--- config.mk ---
export PLATFORM = sky130hd
export DESIGN_NAME = fib_seq_ctrl_flat
export DESIGN_NICKNAME = d
export VERILOG_FILES = /design/src/rtl/fib_seq_ctrl_if.sv /design/src/rtl/fib_seq_ctrl.sv /design/src/flat_wrapper.sv
export SDC_FILE = /design/constraint.sdc
export NUM_CORES = 1
export LEC_CHECK = 0
export BUFFER_PORTS_ARGS = -buffer_cell sky130_fd_sc_hd__buf_2
export CAP_MARGIN = 20
export CORE_ASPECT_RATIO = 1.5
export CORE_MARGIN = 2
export CORE_UTILIZATION = 35
export CTS_CLUSTER_SIZE = 20
export DETAILED_ROUTE_END_ITERATION = 8
export GPL_TIMING_DRIVEN = 1
export SLEW_MARGIN = 25
export SYNTH_ARGS = -nofsm -noshare
export SYNTH_HDL_FRONTEND = slang
export SYNTH_SLANG_ARGS = --single-unit
--- constraint.sdc ---
create_clock -name clk -period 5.05 [get_ports clk]
set_input_delay 1.2625 -clock clk [delete_from_list [all_inputs] [get_ports clk]]
set_output_delay 1.2625 -clock clk [all_outputs]
set_load 0.01 [all_outputs]
--- src/rtl/fib_seq_ctrl_if.sv ---
// Handshake and datapath-control bundle between the series controller and its register-file/ALU datapath.
interface fib_seq_ctrl_if #(
  parameter int NUM_REGS = 16,
  parameter int SEL_W    = 5,
  parameter int DATA_W   = 16,
  parameter int OP_W     = 8
);
  logic                start;
  logic                mode;
  logic [7:0]          count;
  logic [DATA_W-1:0]   seed;
  logic [DATA_W-1:0]   step;
  logic                hold;
  logic                alu_carry;
  logic [OP_W-1:0]     alu_op;
  logic [SEL_W-1:0]    muxA;
  logic [SEL_W-1:0]    muxB;
  logic [DATA_W-1:0]   imm;
  logic                imm_control;
  logic [NUM_REGS-1:0] regs_en;
  logic                buff_en;
  logic                busy;
  logic                done;
  logic                overflow;
  logic [7:0]          term_idx;

  modport master (
    output start, mode, count, seed, step, hold, alu_carry,
    input  alu_op, muxA, muxB, imm, imm_control, regs_en, buff_en,
           busy, done, overflow, term_idx
  );

  modport slave (
    input  start, mode, count, seed, step, hold, alu_carry,
    output alu_op, muxA, muxB, imm, imm_control, regs_en, buff_en,
           busy, done, overflow, term_idx
  );
endinterface

--- src/rtl/fib_seq_ctrl.sv ---
// Control FSM sequencing the register-file/ALU datapath to build a Fibonacci or
// arithmetic series across a ring of destination registers R1..R(NUM_REGS-1).
module fib_seq_ctrl #(
  parameter int              NUM_REGS = 16,
  parameter int              SEL_W    = 5,
  parameter int              DATA_W   = 16,
  parameter int              OP_W     = 8,
  parameter logic [OP_W-1:0] OP_ADD   = 8'h05
) (
  input  logic          clk,
  input  logic          reset,
  fib_seq_ctrl_if.slave bus
);

  typedef enum logic [1:0] {S_IDLE, S_RUN, S_DONE} state_t;

  state_t              state_q, state_d;
  logic                mode_q, mode_d;
  logic [7:0]          count_q, count_d;
  logic [DATA_W-1:0]   seed_q, seed_d;
  logic [DATA_W-1:0]   step_q, step_d;
  logic [SEL_W-1:0]    dest_q, dest_d;
  logic [SEL_W-1:0]    destp_q, destp_d;
  logic [7:0]          term_q, term_d;
  logic [OP_W-1:0]     alu_op_q, alu_op_d;
  logic [SEL_W-1:0]    mux_a_q, mux_a_d;
  logic [SEL_W-1:0]    mux_b_q, mux_b_d;
  logic [DATA_W-1:0]   imm_q, imm_d;
  logic                immc_q, immc_d;
  logic [NUM_REGS-1:0] regs_en_q, regs_en_d;
  logic                buff_q, buff_d;
  logic                busy_q, busy_d;
  logic                done_q, done_d;
  logic                ovf_q, ovf_d;
  logic                write_now;
  logic [SEL_W-1:0]    dest_next;

  assign write_now = (state_q == S_RUN) && (regs_en_q != '0);
  assign dest_next = (dest_q == SEL_W'(NUM_REGS - 1)) ? SEL_W'(1) : dest_q + SEL_W'(1);

  always_comb begin
    state_d   = state_q;
    mode_d    = mode_q;
    count_d   = count_q;
    seed_d    = seed_q;
    step_d    = step_q;
    dest_d    = dest_q;
    destp_d   = destp_q;
    term_d    = term_q;
    mux_a_d   = mux_a_q;
    mux_b_d   = mux_b_q;
    imm_d     = imm_q;
    immc_d    = immc_q;
    regs_en_d = '0;
    alu_op_d  = '0;
    ovf_d     = ovf_q;

    case (state_q)
      S_IDLE: begin
        if (bus.start) begin
          mode_d  = bus.mode;
          count_d = bus.count;
          seed_d  = bus.seed;
          step_d  = bus.step;
          ovf_d   = 1'b0;
          term_d  = 8'd1;
          if (bus.count == 8'd0) begin
            state_d = S_DONE;
          end else begin
            state_d   = S_RUN;
            dest_d    = SEL_W'(1);
            destp_d   = '0;
            mux_a_d   = '0;
            mux_b_d   = '0;
            imm_d     = bus.seed;
            immc_d    = 1'b1;
            regs_en_d = NUM_REGS'(1) << dest_d;
            alu_op_d  = OP_ADD;
          end
        end
      end

      S_RUN: begin
        if (write_now && bus.alu_carry) ovf_d = 1'b1;
        if (write_now && (bus.alu_carry || term_q == count_q)) begin
          state_d = S_DONE;
          mux_a_d = '0;
          mux_b_d = '0;
          imm_d   = '0;
          immc_d  = 1'b0;
        end else begin
          // Operands are only recomputed once the current term has actually
          // been written; a held term is simply re-presented.
          if (write_now) begin
            term_d  = term_q + 8'd1;
            dest_d  = dest_next;
            destp_d = dest_q;
            if (mode_q) begin
              mux_a_d = dest_q;
              mux_b_d = '0;
              imm_d   = step_q;
              immc_d  = 1'b1;
            end else begin
              mux_a_d = (term_q == 8'd1) ? dest_q : destp_q;
              mux_b_d = (term_q == 8'd1) ? '0 : dest_q;
              imm_d   = '0;
              immc_d  = 1'b0;
            end
          end
          if (!bus.hold) begin
            regs_en_d = NUM_REGS'(1) << dest_d;
            alu_op_d  = OP_ADD;
          end
        end
      end

      S_DONE: begin
        state_d = S_IDLE;
      end

      default: begin
        state_d = S_IDLE;
      end
    endcase

    busy_d = (state_d == S_RUN);
    done_d = (state_d == S_DONE);
    buff_d = buff_q | (regs_en_d != '0);
  end

  always_ff @(posedge clk or negedge reset) begin
    if (!reset) begin
      state_q   <= S_IDLE;
      mode_q    <= 1'b0;
      count_q   <= '0;
      seed_q    <= '0;
      step_q    <= '0;
      dest_q    <= '0;
      destp_q   <= '0;
      term_q    <= '0;
      alu_op_q  <= '0;
      mux_a_q   <= '0;
      mux_b_q   <= '0;
      imm_q     <= '0;
      immc_q    <= 1'b0;
      regs_en_q <= '0;
      buff_q    <= 1'b0;
      busy_q    <= 1'b0;
      done_q    <= 1'b0;
      ovf_q     <= 1'b0;
    end else begin
      state_q   <= state_d;
      mode_q    <= mode_d;
      count_q   <= count_d;
      seed_q    <= seed_d;
      step_q    <= step_d;
      dest_q    <= dest_d;
      destp_q   <= destp_d;
      term_q    <= term_d;
      alu_op_q  <= alu_op_d;
      mux_a_q   <= mux_a_d;
      mux_b_q   <= mux_b_d;
      imm_q     <= imm_d;
      immc_q    <= immc_d;
      regs_en_q <= regs_en_d;
      buff_q    <= buff_d;
      busy_q    <= busy_d;
      done_q    <= done_d;
      ovf_q     <= ovf_d;
    end
  end

  assign bus.alu_op      = alu_op_q;
  assign bus.muxA        = mux_a_q;
  assign bus.muxB        = mux_b_q;
  assign bus.imm         = imm_q;
  assign bus.imm_control = immc_q;
  assign bus.regs_en     = regs_en_q;
  assign bus.buff_en     = buff_q;
  assign bus.busy        = busy_q;
  assign bus.done        = done_q;
  assign bus.overflow    = ovf_q;
  assign bus.term_idx    = term_q;

endmodule

--- src/flat_wrapper.sv ---
// flat-port wrapper written by rule: the top's interface ports become plain ports
module fib_seq_ctrl_flat 
#(
  parameter int              NUM_REGS = 16,
  parameter int              SEL_W    = 5,
  parameter int              DATA_W   = 16,
  parameter int              OP_W     = 8,
  parameter logic [OP_W-1:0] OP_ADD   = 8'h05
)
  (clk, reset, bus_start, bus_mode, bus_count, bus_seed, bus_step, bus_hold, bus_alu_carry, bus_alu_op, bus_muxA, bus_muxB, bus_imm, bus_imm_control, bus_regs_en, bus_buff_en, bus_busy, bus_done, bus_overflow, bus_term_idx);
  fib_seq_ctrl_if #(.NUM_REGS(NUM_REGS), .SEL_W(SEL_W), .DATA_W(DATA_W), .OP_W(OP_W)) bus_i ();
  input  logic clk;
  input  logic reset;
  input wire logic [$bits(bus_i.start)-1:0] bus_start;
  input wire logic [$bits(bus_i.mode)-1:0] bus_mode;
  input wire logic [$bits(bus_i.count)-1:0] bus_count;
  input wire logic [$bits(bus_i.seed)-1:0] bus_seed;
  input wire logic [$bits(bus_i.step)-1:0] bus_step;
  input wire logic [$bits(bus_i.hold)-1:0] bus_hold;
  input wire logic [$bits(bus_i.alu_carry)-1:0] bus_alu_carry;
  output wire logic [$bits(bus_i.alu_op)-1:0] bus_alu_op;
  output wire logic [$bits(bus_i.muxA)-1:0] bus_muxA;
  output wire logic [$bits(bus_i.muxB)-1:0] bus_muxB;
  output wire logic [$bits(bus_i.imm)-1:0] bus_imm;
  output wire logic [$bits(bus_i.imm_control)-1:0] bus_imm_control;
  output wire logic [$bits(bus_i.regs_en)-1:0] bus_regs_en;
  output wire logic [$bits(bus_i.buff_en)-1:0] bus_buff_en;
  output wire logic [$bits(bus_i.busy)-1:0] bus_busy;
  output wire logic [$bits(bus_i.done)-1:0] bus_done;
  output wire logic [$bits(bus_i.overflow)-1:0] bus_overflow;
  output wire logic [$bits(bus_i.term_idx)-1:0] bus_term_idx;
  assign bus_i.start = bus_start;
  assign bus_i.mode = bus_mode;
  assign bus_i.count = bus_count;
  assign bus_i.seed = bus_seed;
  assign bus_i.step = bus_step;
  assign bus_i.hold = bus_hold;
  assign bus_i.alu_carry = bus_alu_carry;
  assign bus_alu_op = bus_i.alu_op;
  assign bus_muxA = bus_i.muxA;
  assign bus_muxB = bus_i.muxB;
  assign bus_imm = bus_i.imm;
  assign bus_imm_control = bus_i.imm_control;
  assign bus_regs_en = bus_i.regs_en;
  assign bus_buff_en = bus_i.buff_en;
  assign bus_busy = bus_i.busy;
  assign bus_done = bus_i.done;
  assign bus_overflow = bus_i.overflow;
  assign bus_term_idx = bus_i.term_idx;
  fib_seq_ctrl #(.NUM_REGS(NUM_REGS), .SEL_W(SEL_W), .DATA_W(DATA_W), .OP_W(OP_W), .OP_ADD(OP_ADD)) u_core (.clk(clk), .reset(reset), .bus(bus_i));
endmodule
* Word level (Yosys, flattened, before mapping) *
Cells that the tools add are included.

operators by class
  reductions and logical operators = 15
  multiplexer cells = 56
  add/sub/neg operators = 2
  bitwise gates (word level) = 1
  eq/ne operators = 12
  shifts and indexed selects = 1

operators with widths
  kind                  count
  $mux 16               8
  $mux 5                19
  $pmux 16 s2           2
  $mux 8                5
  $pmux 5 s2            4
  $pmux 8 s2            2
  $reduce_bool 16->1    2
  $shl 1x5->16 const A  1
  $reduce_and 4->1      3
  $add 8x1->8 const B   1
  $eq 8x1->1 const B    1
  $eq 8x8->1            1
  $logic_not 8->1       1
  $mux 2                4
  $ne 2x2->1 const B    4
  $mux 1                7
  $mux 3                2
  $add 5x1->5 const B   1
  $eq 5x4->1 const B    1
  $reduce_and 5->1      1
  $eq 2x1->1 const B    2
  $pmux 1 s2            2
  $pmux 2 s2            1
  $logic_and 1x1->1     3
  other kinds (9)       9

word-level totals
  output and inout port bits = 63
  register bits = 100

* Logic depth before layout (Yosys ltp) *
  word-level depth = 11
  depth in mapped cells = 8

* Least setup slack after synthesis *
Ideal clock, no wire load.

  path kind = in2reg
  from = in bus_count[1]
  to = reg u_core.imm_q[10] (netlist: u_core.bus.imm[10])
  slack = 2.495 ns
  stages = 6
  arrival time = 2.429 ns
  path through = nor4_1 > nand2_1 > nand2_1 > a21oi_4 > buf_6 > a221o_1

between the ends
  longest elaborated chain between the ends = 3

ends and longest elaborated chain
  element                     line                 RTL
  from (decl)                 flat_wrapper.sv:16   input wire logic [$bits(bus_i.count)-1:0] bus_count;
  $logic_not 8->1             fib_seq_ctrl.sv:67   if (bus.count == 8'd0) begin
  $ne 2x2->1 (no line)        n/a
  $reduce_and 4->1 (no line)  n/a
  to (signal assigned)        fib_seq_ctrl.sv:163  imm_q <= imm_d;
  to (decl)                   fib_seq_ctrl.sv:28   logic [DATA_W-1:0] imm_q, imm_d;

Every way passes these cells.
A chain may end at the register's enable or synchronous reset.

* Worst setup path in the final report *
  from = in bus_count[1]
  to = reg u_core.imm_q[6] (netlist: u_core.bus.imm[6])

Same word-level chain as after synthesis.

==> out/qor.csv <==
stage;metric;value;unit
final_layout;antenna_cells;0;
yosys;ys_async_sr_fraction;1.00;
die;start_util;0.355;
critical_path;worstPathArrival;3080;ps
clocking;clock-sinks;93;
critical_path;setup.worst_path.end_class;register;
critical_path;r2r-start;u_core.bus.regs_en[11];
sta;finalSetupTns;0;ps
critical_path;crit_type;primary input to register;
yosys;yosys.area_share.simple;0.219;
sta;worst_slack;2200;ps
yosys;synth-seq-area-share;0.529;
yosys;synth_area_leader_cell;dfrtp_1;
drt;via_per_inst;5.27;
place;portBuffers;102;
grt;antenna_found_initial;0;
critical_path;worstSetupStartpoint;bus_count[1];
pwr;powerDensity;592;nW/um^2
critical_path;cp_max_fo;16;
yosys;synth_area;4400;sq um
final_layout;final_nets;579;
clocking;hold_buffers;0;
critical_path;r2r_slack;2560;ps
drt;wire_per_inst;15.9;um
die;io_pins;109;
die;die-area;13500;sq um
yosys;synth_area_leaders;dfrtp_1 53%, nand2_1 11%, a221o_1 3.6%;
yosys;synth_top_family_by_area;simple AND/OR/NAND/NOR gates;
yosys;synthAdderAreaFrac;0.00854;
critical_path;required;5280;ps
sta;worstMarginPinSlew;998;ps
critical_path;worstReg2RegEnd;u_core.bus.imm[5];
drt;vias;3641;
clocking;clock_path_buffers;2;
die;core;12400;sq um
grt;grt_start_max_net_pins;65;
grt;gr-total-overflow;0;
sta;hold_viol_final;0;
drt;dr_wl_met2;5.72;mm
worst_hold_path;hold_start;u_core.bus.imm_control;
drt;drtPass1Iterations;4;
grt;grt_pass1_vias;3338;
die;die_x;95.5;um
clocking;numCtsBuffers;9;
critical_path;rr_worst_depth;6;
clocking;htree_num_levels;3;
yosys;synthFlopType;dfrtp_1;
place;place_congestion;0.809;
sta;min_period;2850;ps
clocking;postCtsSetupRepairBufs;0;
run;cap_violations;0;
drt;wl;11.0;mm
worst_hold_path;hp-class;register to register;
sta;rsz0062_at_grt;no;
worst_hold_path;hold-path-endpoint;u_core.bus.imm_control;
clocking;tritoncts;built;
yosys;synth-compound-area-share;0.161;
clocking;insertion_delay;350;ps
final_layout;drive_gt1_frac;0.258;
drt;drt-initial-drc-count;137;
place;pre_cts_ws;1700;ps
run_status;status;complete, no violations;
yosys;synthDistinctLibCells;54;
pwr;p_leak;2.59;nW
drt;drt-met1-wl;4.48;mm
yosys;yosys.area.top_type_share;0.529;
grt;grt_usage;0.164;
final_layout;final_area;5300;sq um
final_layout;area_growth;20.5;%
sta;post-route-period-util;0.564;
clocking;cts.clk_slew.worst_paths;70;ps
drt;wl_met3;517;um
clocking;cts-root-buf;clkbuf_16;
drt;highest_layer;met4;
sta;maxSlewHeadroom;0.332;
sta;skew;8.62;ps
yosys;ys_ff_latch;93;
pwr;finalPower;3.14;mW
drt;drc;0;
yosys;synth_edf_count;0;
yosys;yosysWarnings;0;
critical_path;worst_setup_path_start_kind;primary input;
sta;fmax;351;MHz
pwr;ir_drop;0.275;mV
yosys;yosys-mux-area-fraction;0.0139;
drt;antenna_left;0;
die;rows;50;
yosys;netlist_instances;446;
grt;grt_pass1_wl;17.1;mm
sta;setup_viol;0;
sta;final_max_slew_viol_count;0;
yosys;syn_avg_cell_area;9.86;sq um
yosys;yosysMostFrequentCell;nand2_1;
yosys;synth_common_cells;124 x nand2_1, 93 x dfrtp_1, 25 x nor2_1;
place;dp.final_hpwl;7.80;mm
place;placed_area;4940;sq um
clocking;cts_resized;0;
die;die_h;141;um
yosys;synthXorXnorAreaFrac;0.0179;
worst_hold_path;holdPathStages;2;
==> per-stage QoR <==
step / cells / util / hold WS [ps]
final: 691 / 0.428 / 475
after detailed placement: 674 / 0.399 / 466
after floorplan: 451 / - / 446
after global placement: 674 / 0.399 / 456
after CTS: 690 / 0.426 / 481
after global routing: 691 / 0.428 / 496
==> cells by family after synthesis <==
logic type,after synthesis
simple gates,204
xor+xnor,9
buf+inv,43
flops,93
fa+ha+maj,3
compound gates,87
other cells,1
mux,6
==> flip-flops by register name, indices dropped and copies added (netlist names) <==
signal	count
u_core.bus.term_idx	8
u_core.bus.alu_op	1
u_core.bus.imm_control	1
u_core.count_q	8
u_core.bus.imm	16
u_core.step_q	16
u_core.dest_q	5
u_core.bus.muxA	5
u_core.destp_q	5
u_core.bus.busy	1
u_core.bus.done	1
u_core.bus.overflow	1
u_core.bus.buff_en	1
u_core.mode_q	1
u_core.bus.regs_en	16
u_core.bus.muxB	5
u_core.state_q	2
==> layout by cell type (no fill, tap or decap), types with 3 or more instances in the layout <==
| master | count |
|---|---|
| nand2_1 | 123 |
| buf_2 | 101 |
| dfrtp_1 | 93 |
| nor2_1 | 25 |
| o21ai_0 | 20 |
| nor3_1 | 17 |
| a221o_1 | 16 |
| nand3_1 | 10 |
| xnor2_1 | 9 |
| a21oi_1 | 9 |
| clkbuf_16 | 9 |
| inv_1 | 6 |
| conb_1 | 6 |
| mux2i_1 | 5 |
| o31ai_1 | 5 |
| nor4_4 | 4 |
| a31oi_1 | 4 |
| a32o_1 | 4 |
| a21oi_4 | 3 |
| o22ai_1 | 3 |
| o211ai_1 | 3 |
| nand4_1 | 3 |
| ha_1 | 3 |
| buf_4 | 3 |
==> power by group <==
group / internal [mW] / switching (mW)
registers: 0.970 / 0.186
clock network: 0.451 / 0.295
logic: 0.452 / 0.782
total: 1.87 / 1.26
==> routing by layer <==
metal,up-vias,global-route usage
li1,1733,-
met1,1782,0.206
met3,17,0.0266
met2,109,0.274
met4,0,0.0774
met5,-,0
==> critical path, stage by stage <==
cell and delay [ps]:
buf_2 100, nor4_1 290, nand2_1 220, nand2_1 510, a21oi_4 270, a221o_1 420
==> cell type report <==
class | count | area [sq um]
sequential | 93 | 2330
multi-input combinational | 315 | 1880
clock inverter | 6 | 93.8
tap | 156 | 195
inverter | 6 | 22.5
clock buffer | 10 | 239
fill | 1242 | 7090
timing repair buffer | 105 | 543
==> how the worst max path moves through the flow <==
stage	endpoint	slack [ps]	cells after the start
global route	u_core.bus.imm[0]	1960	6
global placement	u_core.bus.imm[13]	1850	6
CTS	u_core.bus.imm[14]	2070	6
finish	u_core.bus.imm[6]	2200	6
floorplan	u_core.bus.imm[10]	2500	6
detailed placement	u_core.bus.imm[9]	1700	6
No activity file was read; power rests on OpenSTA's default activity.
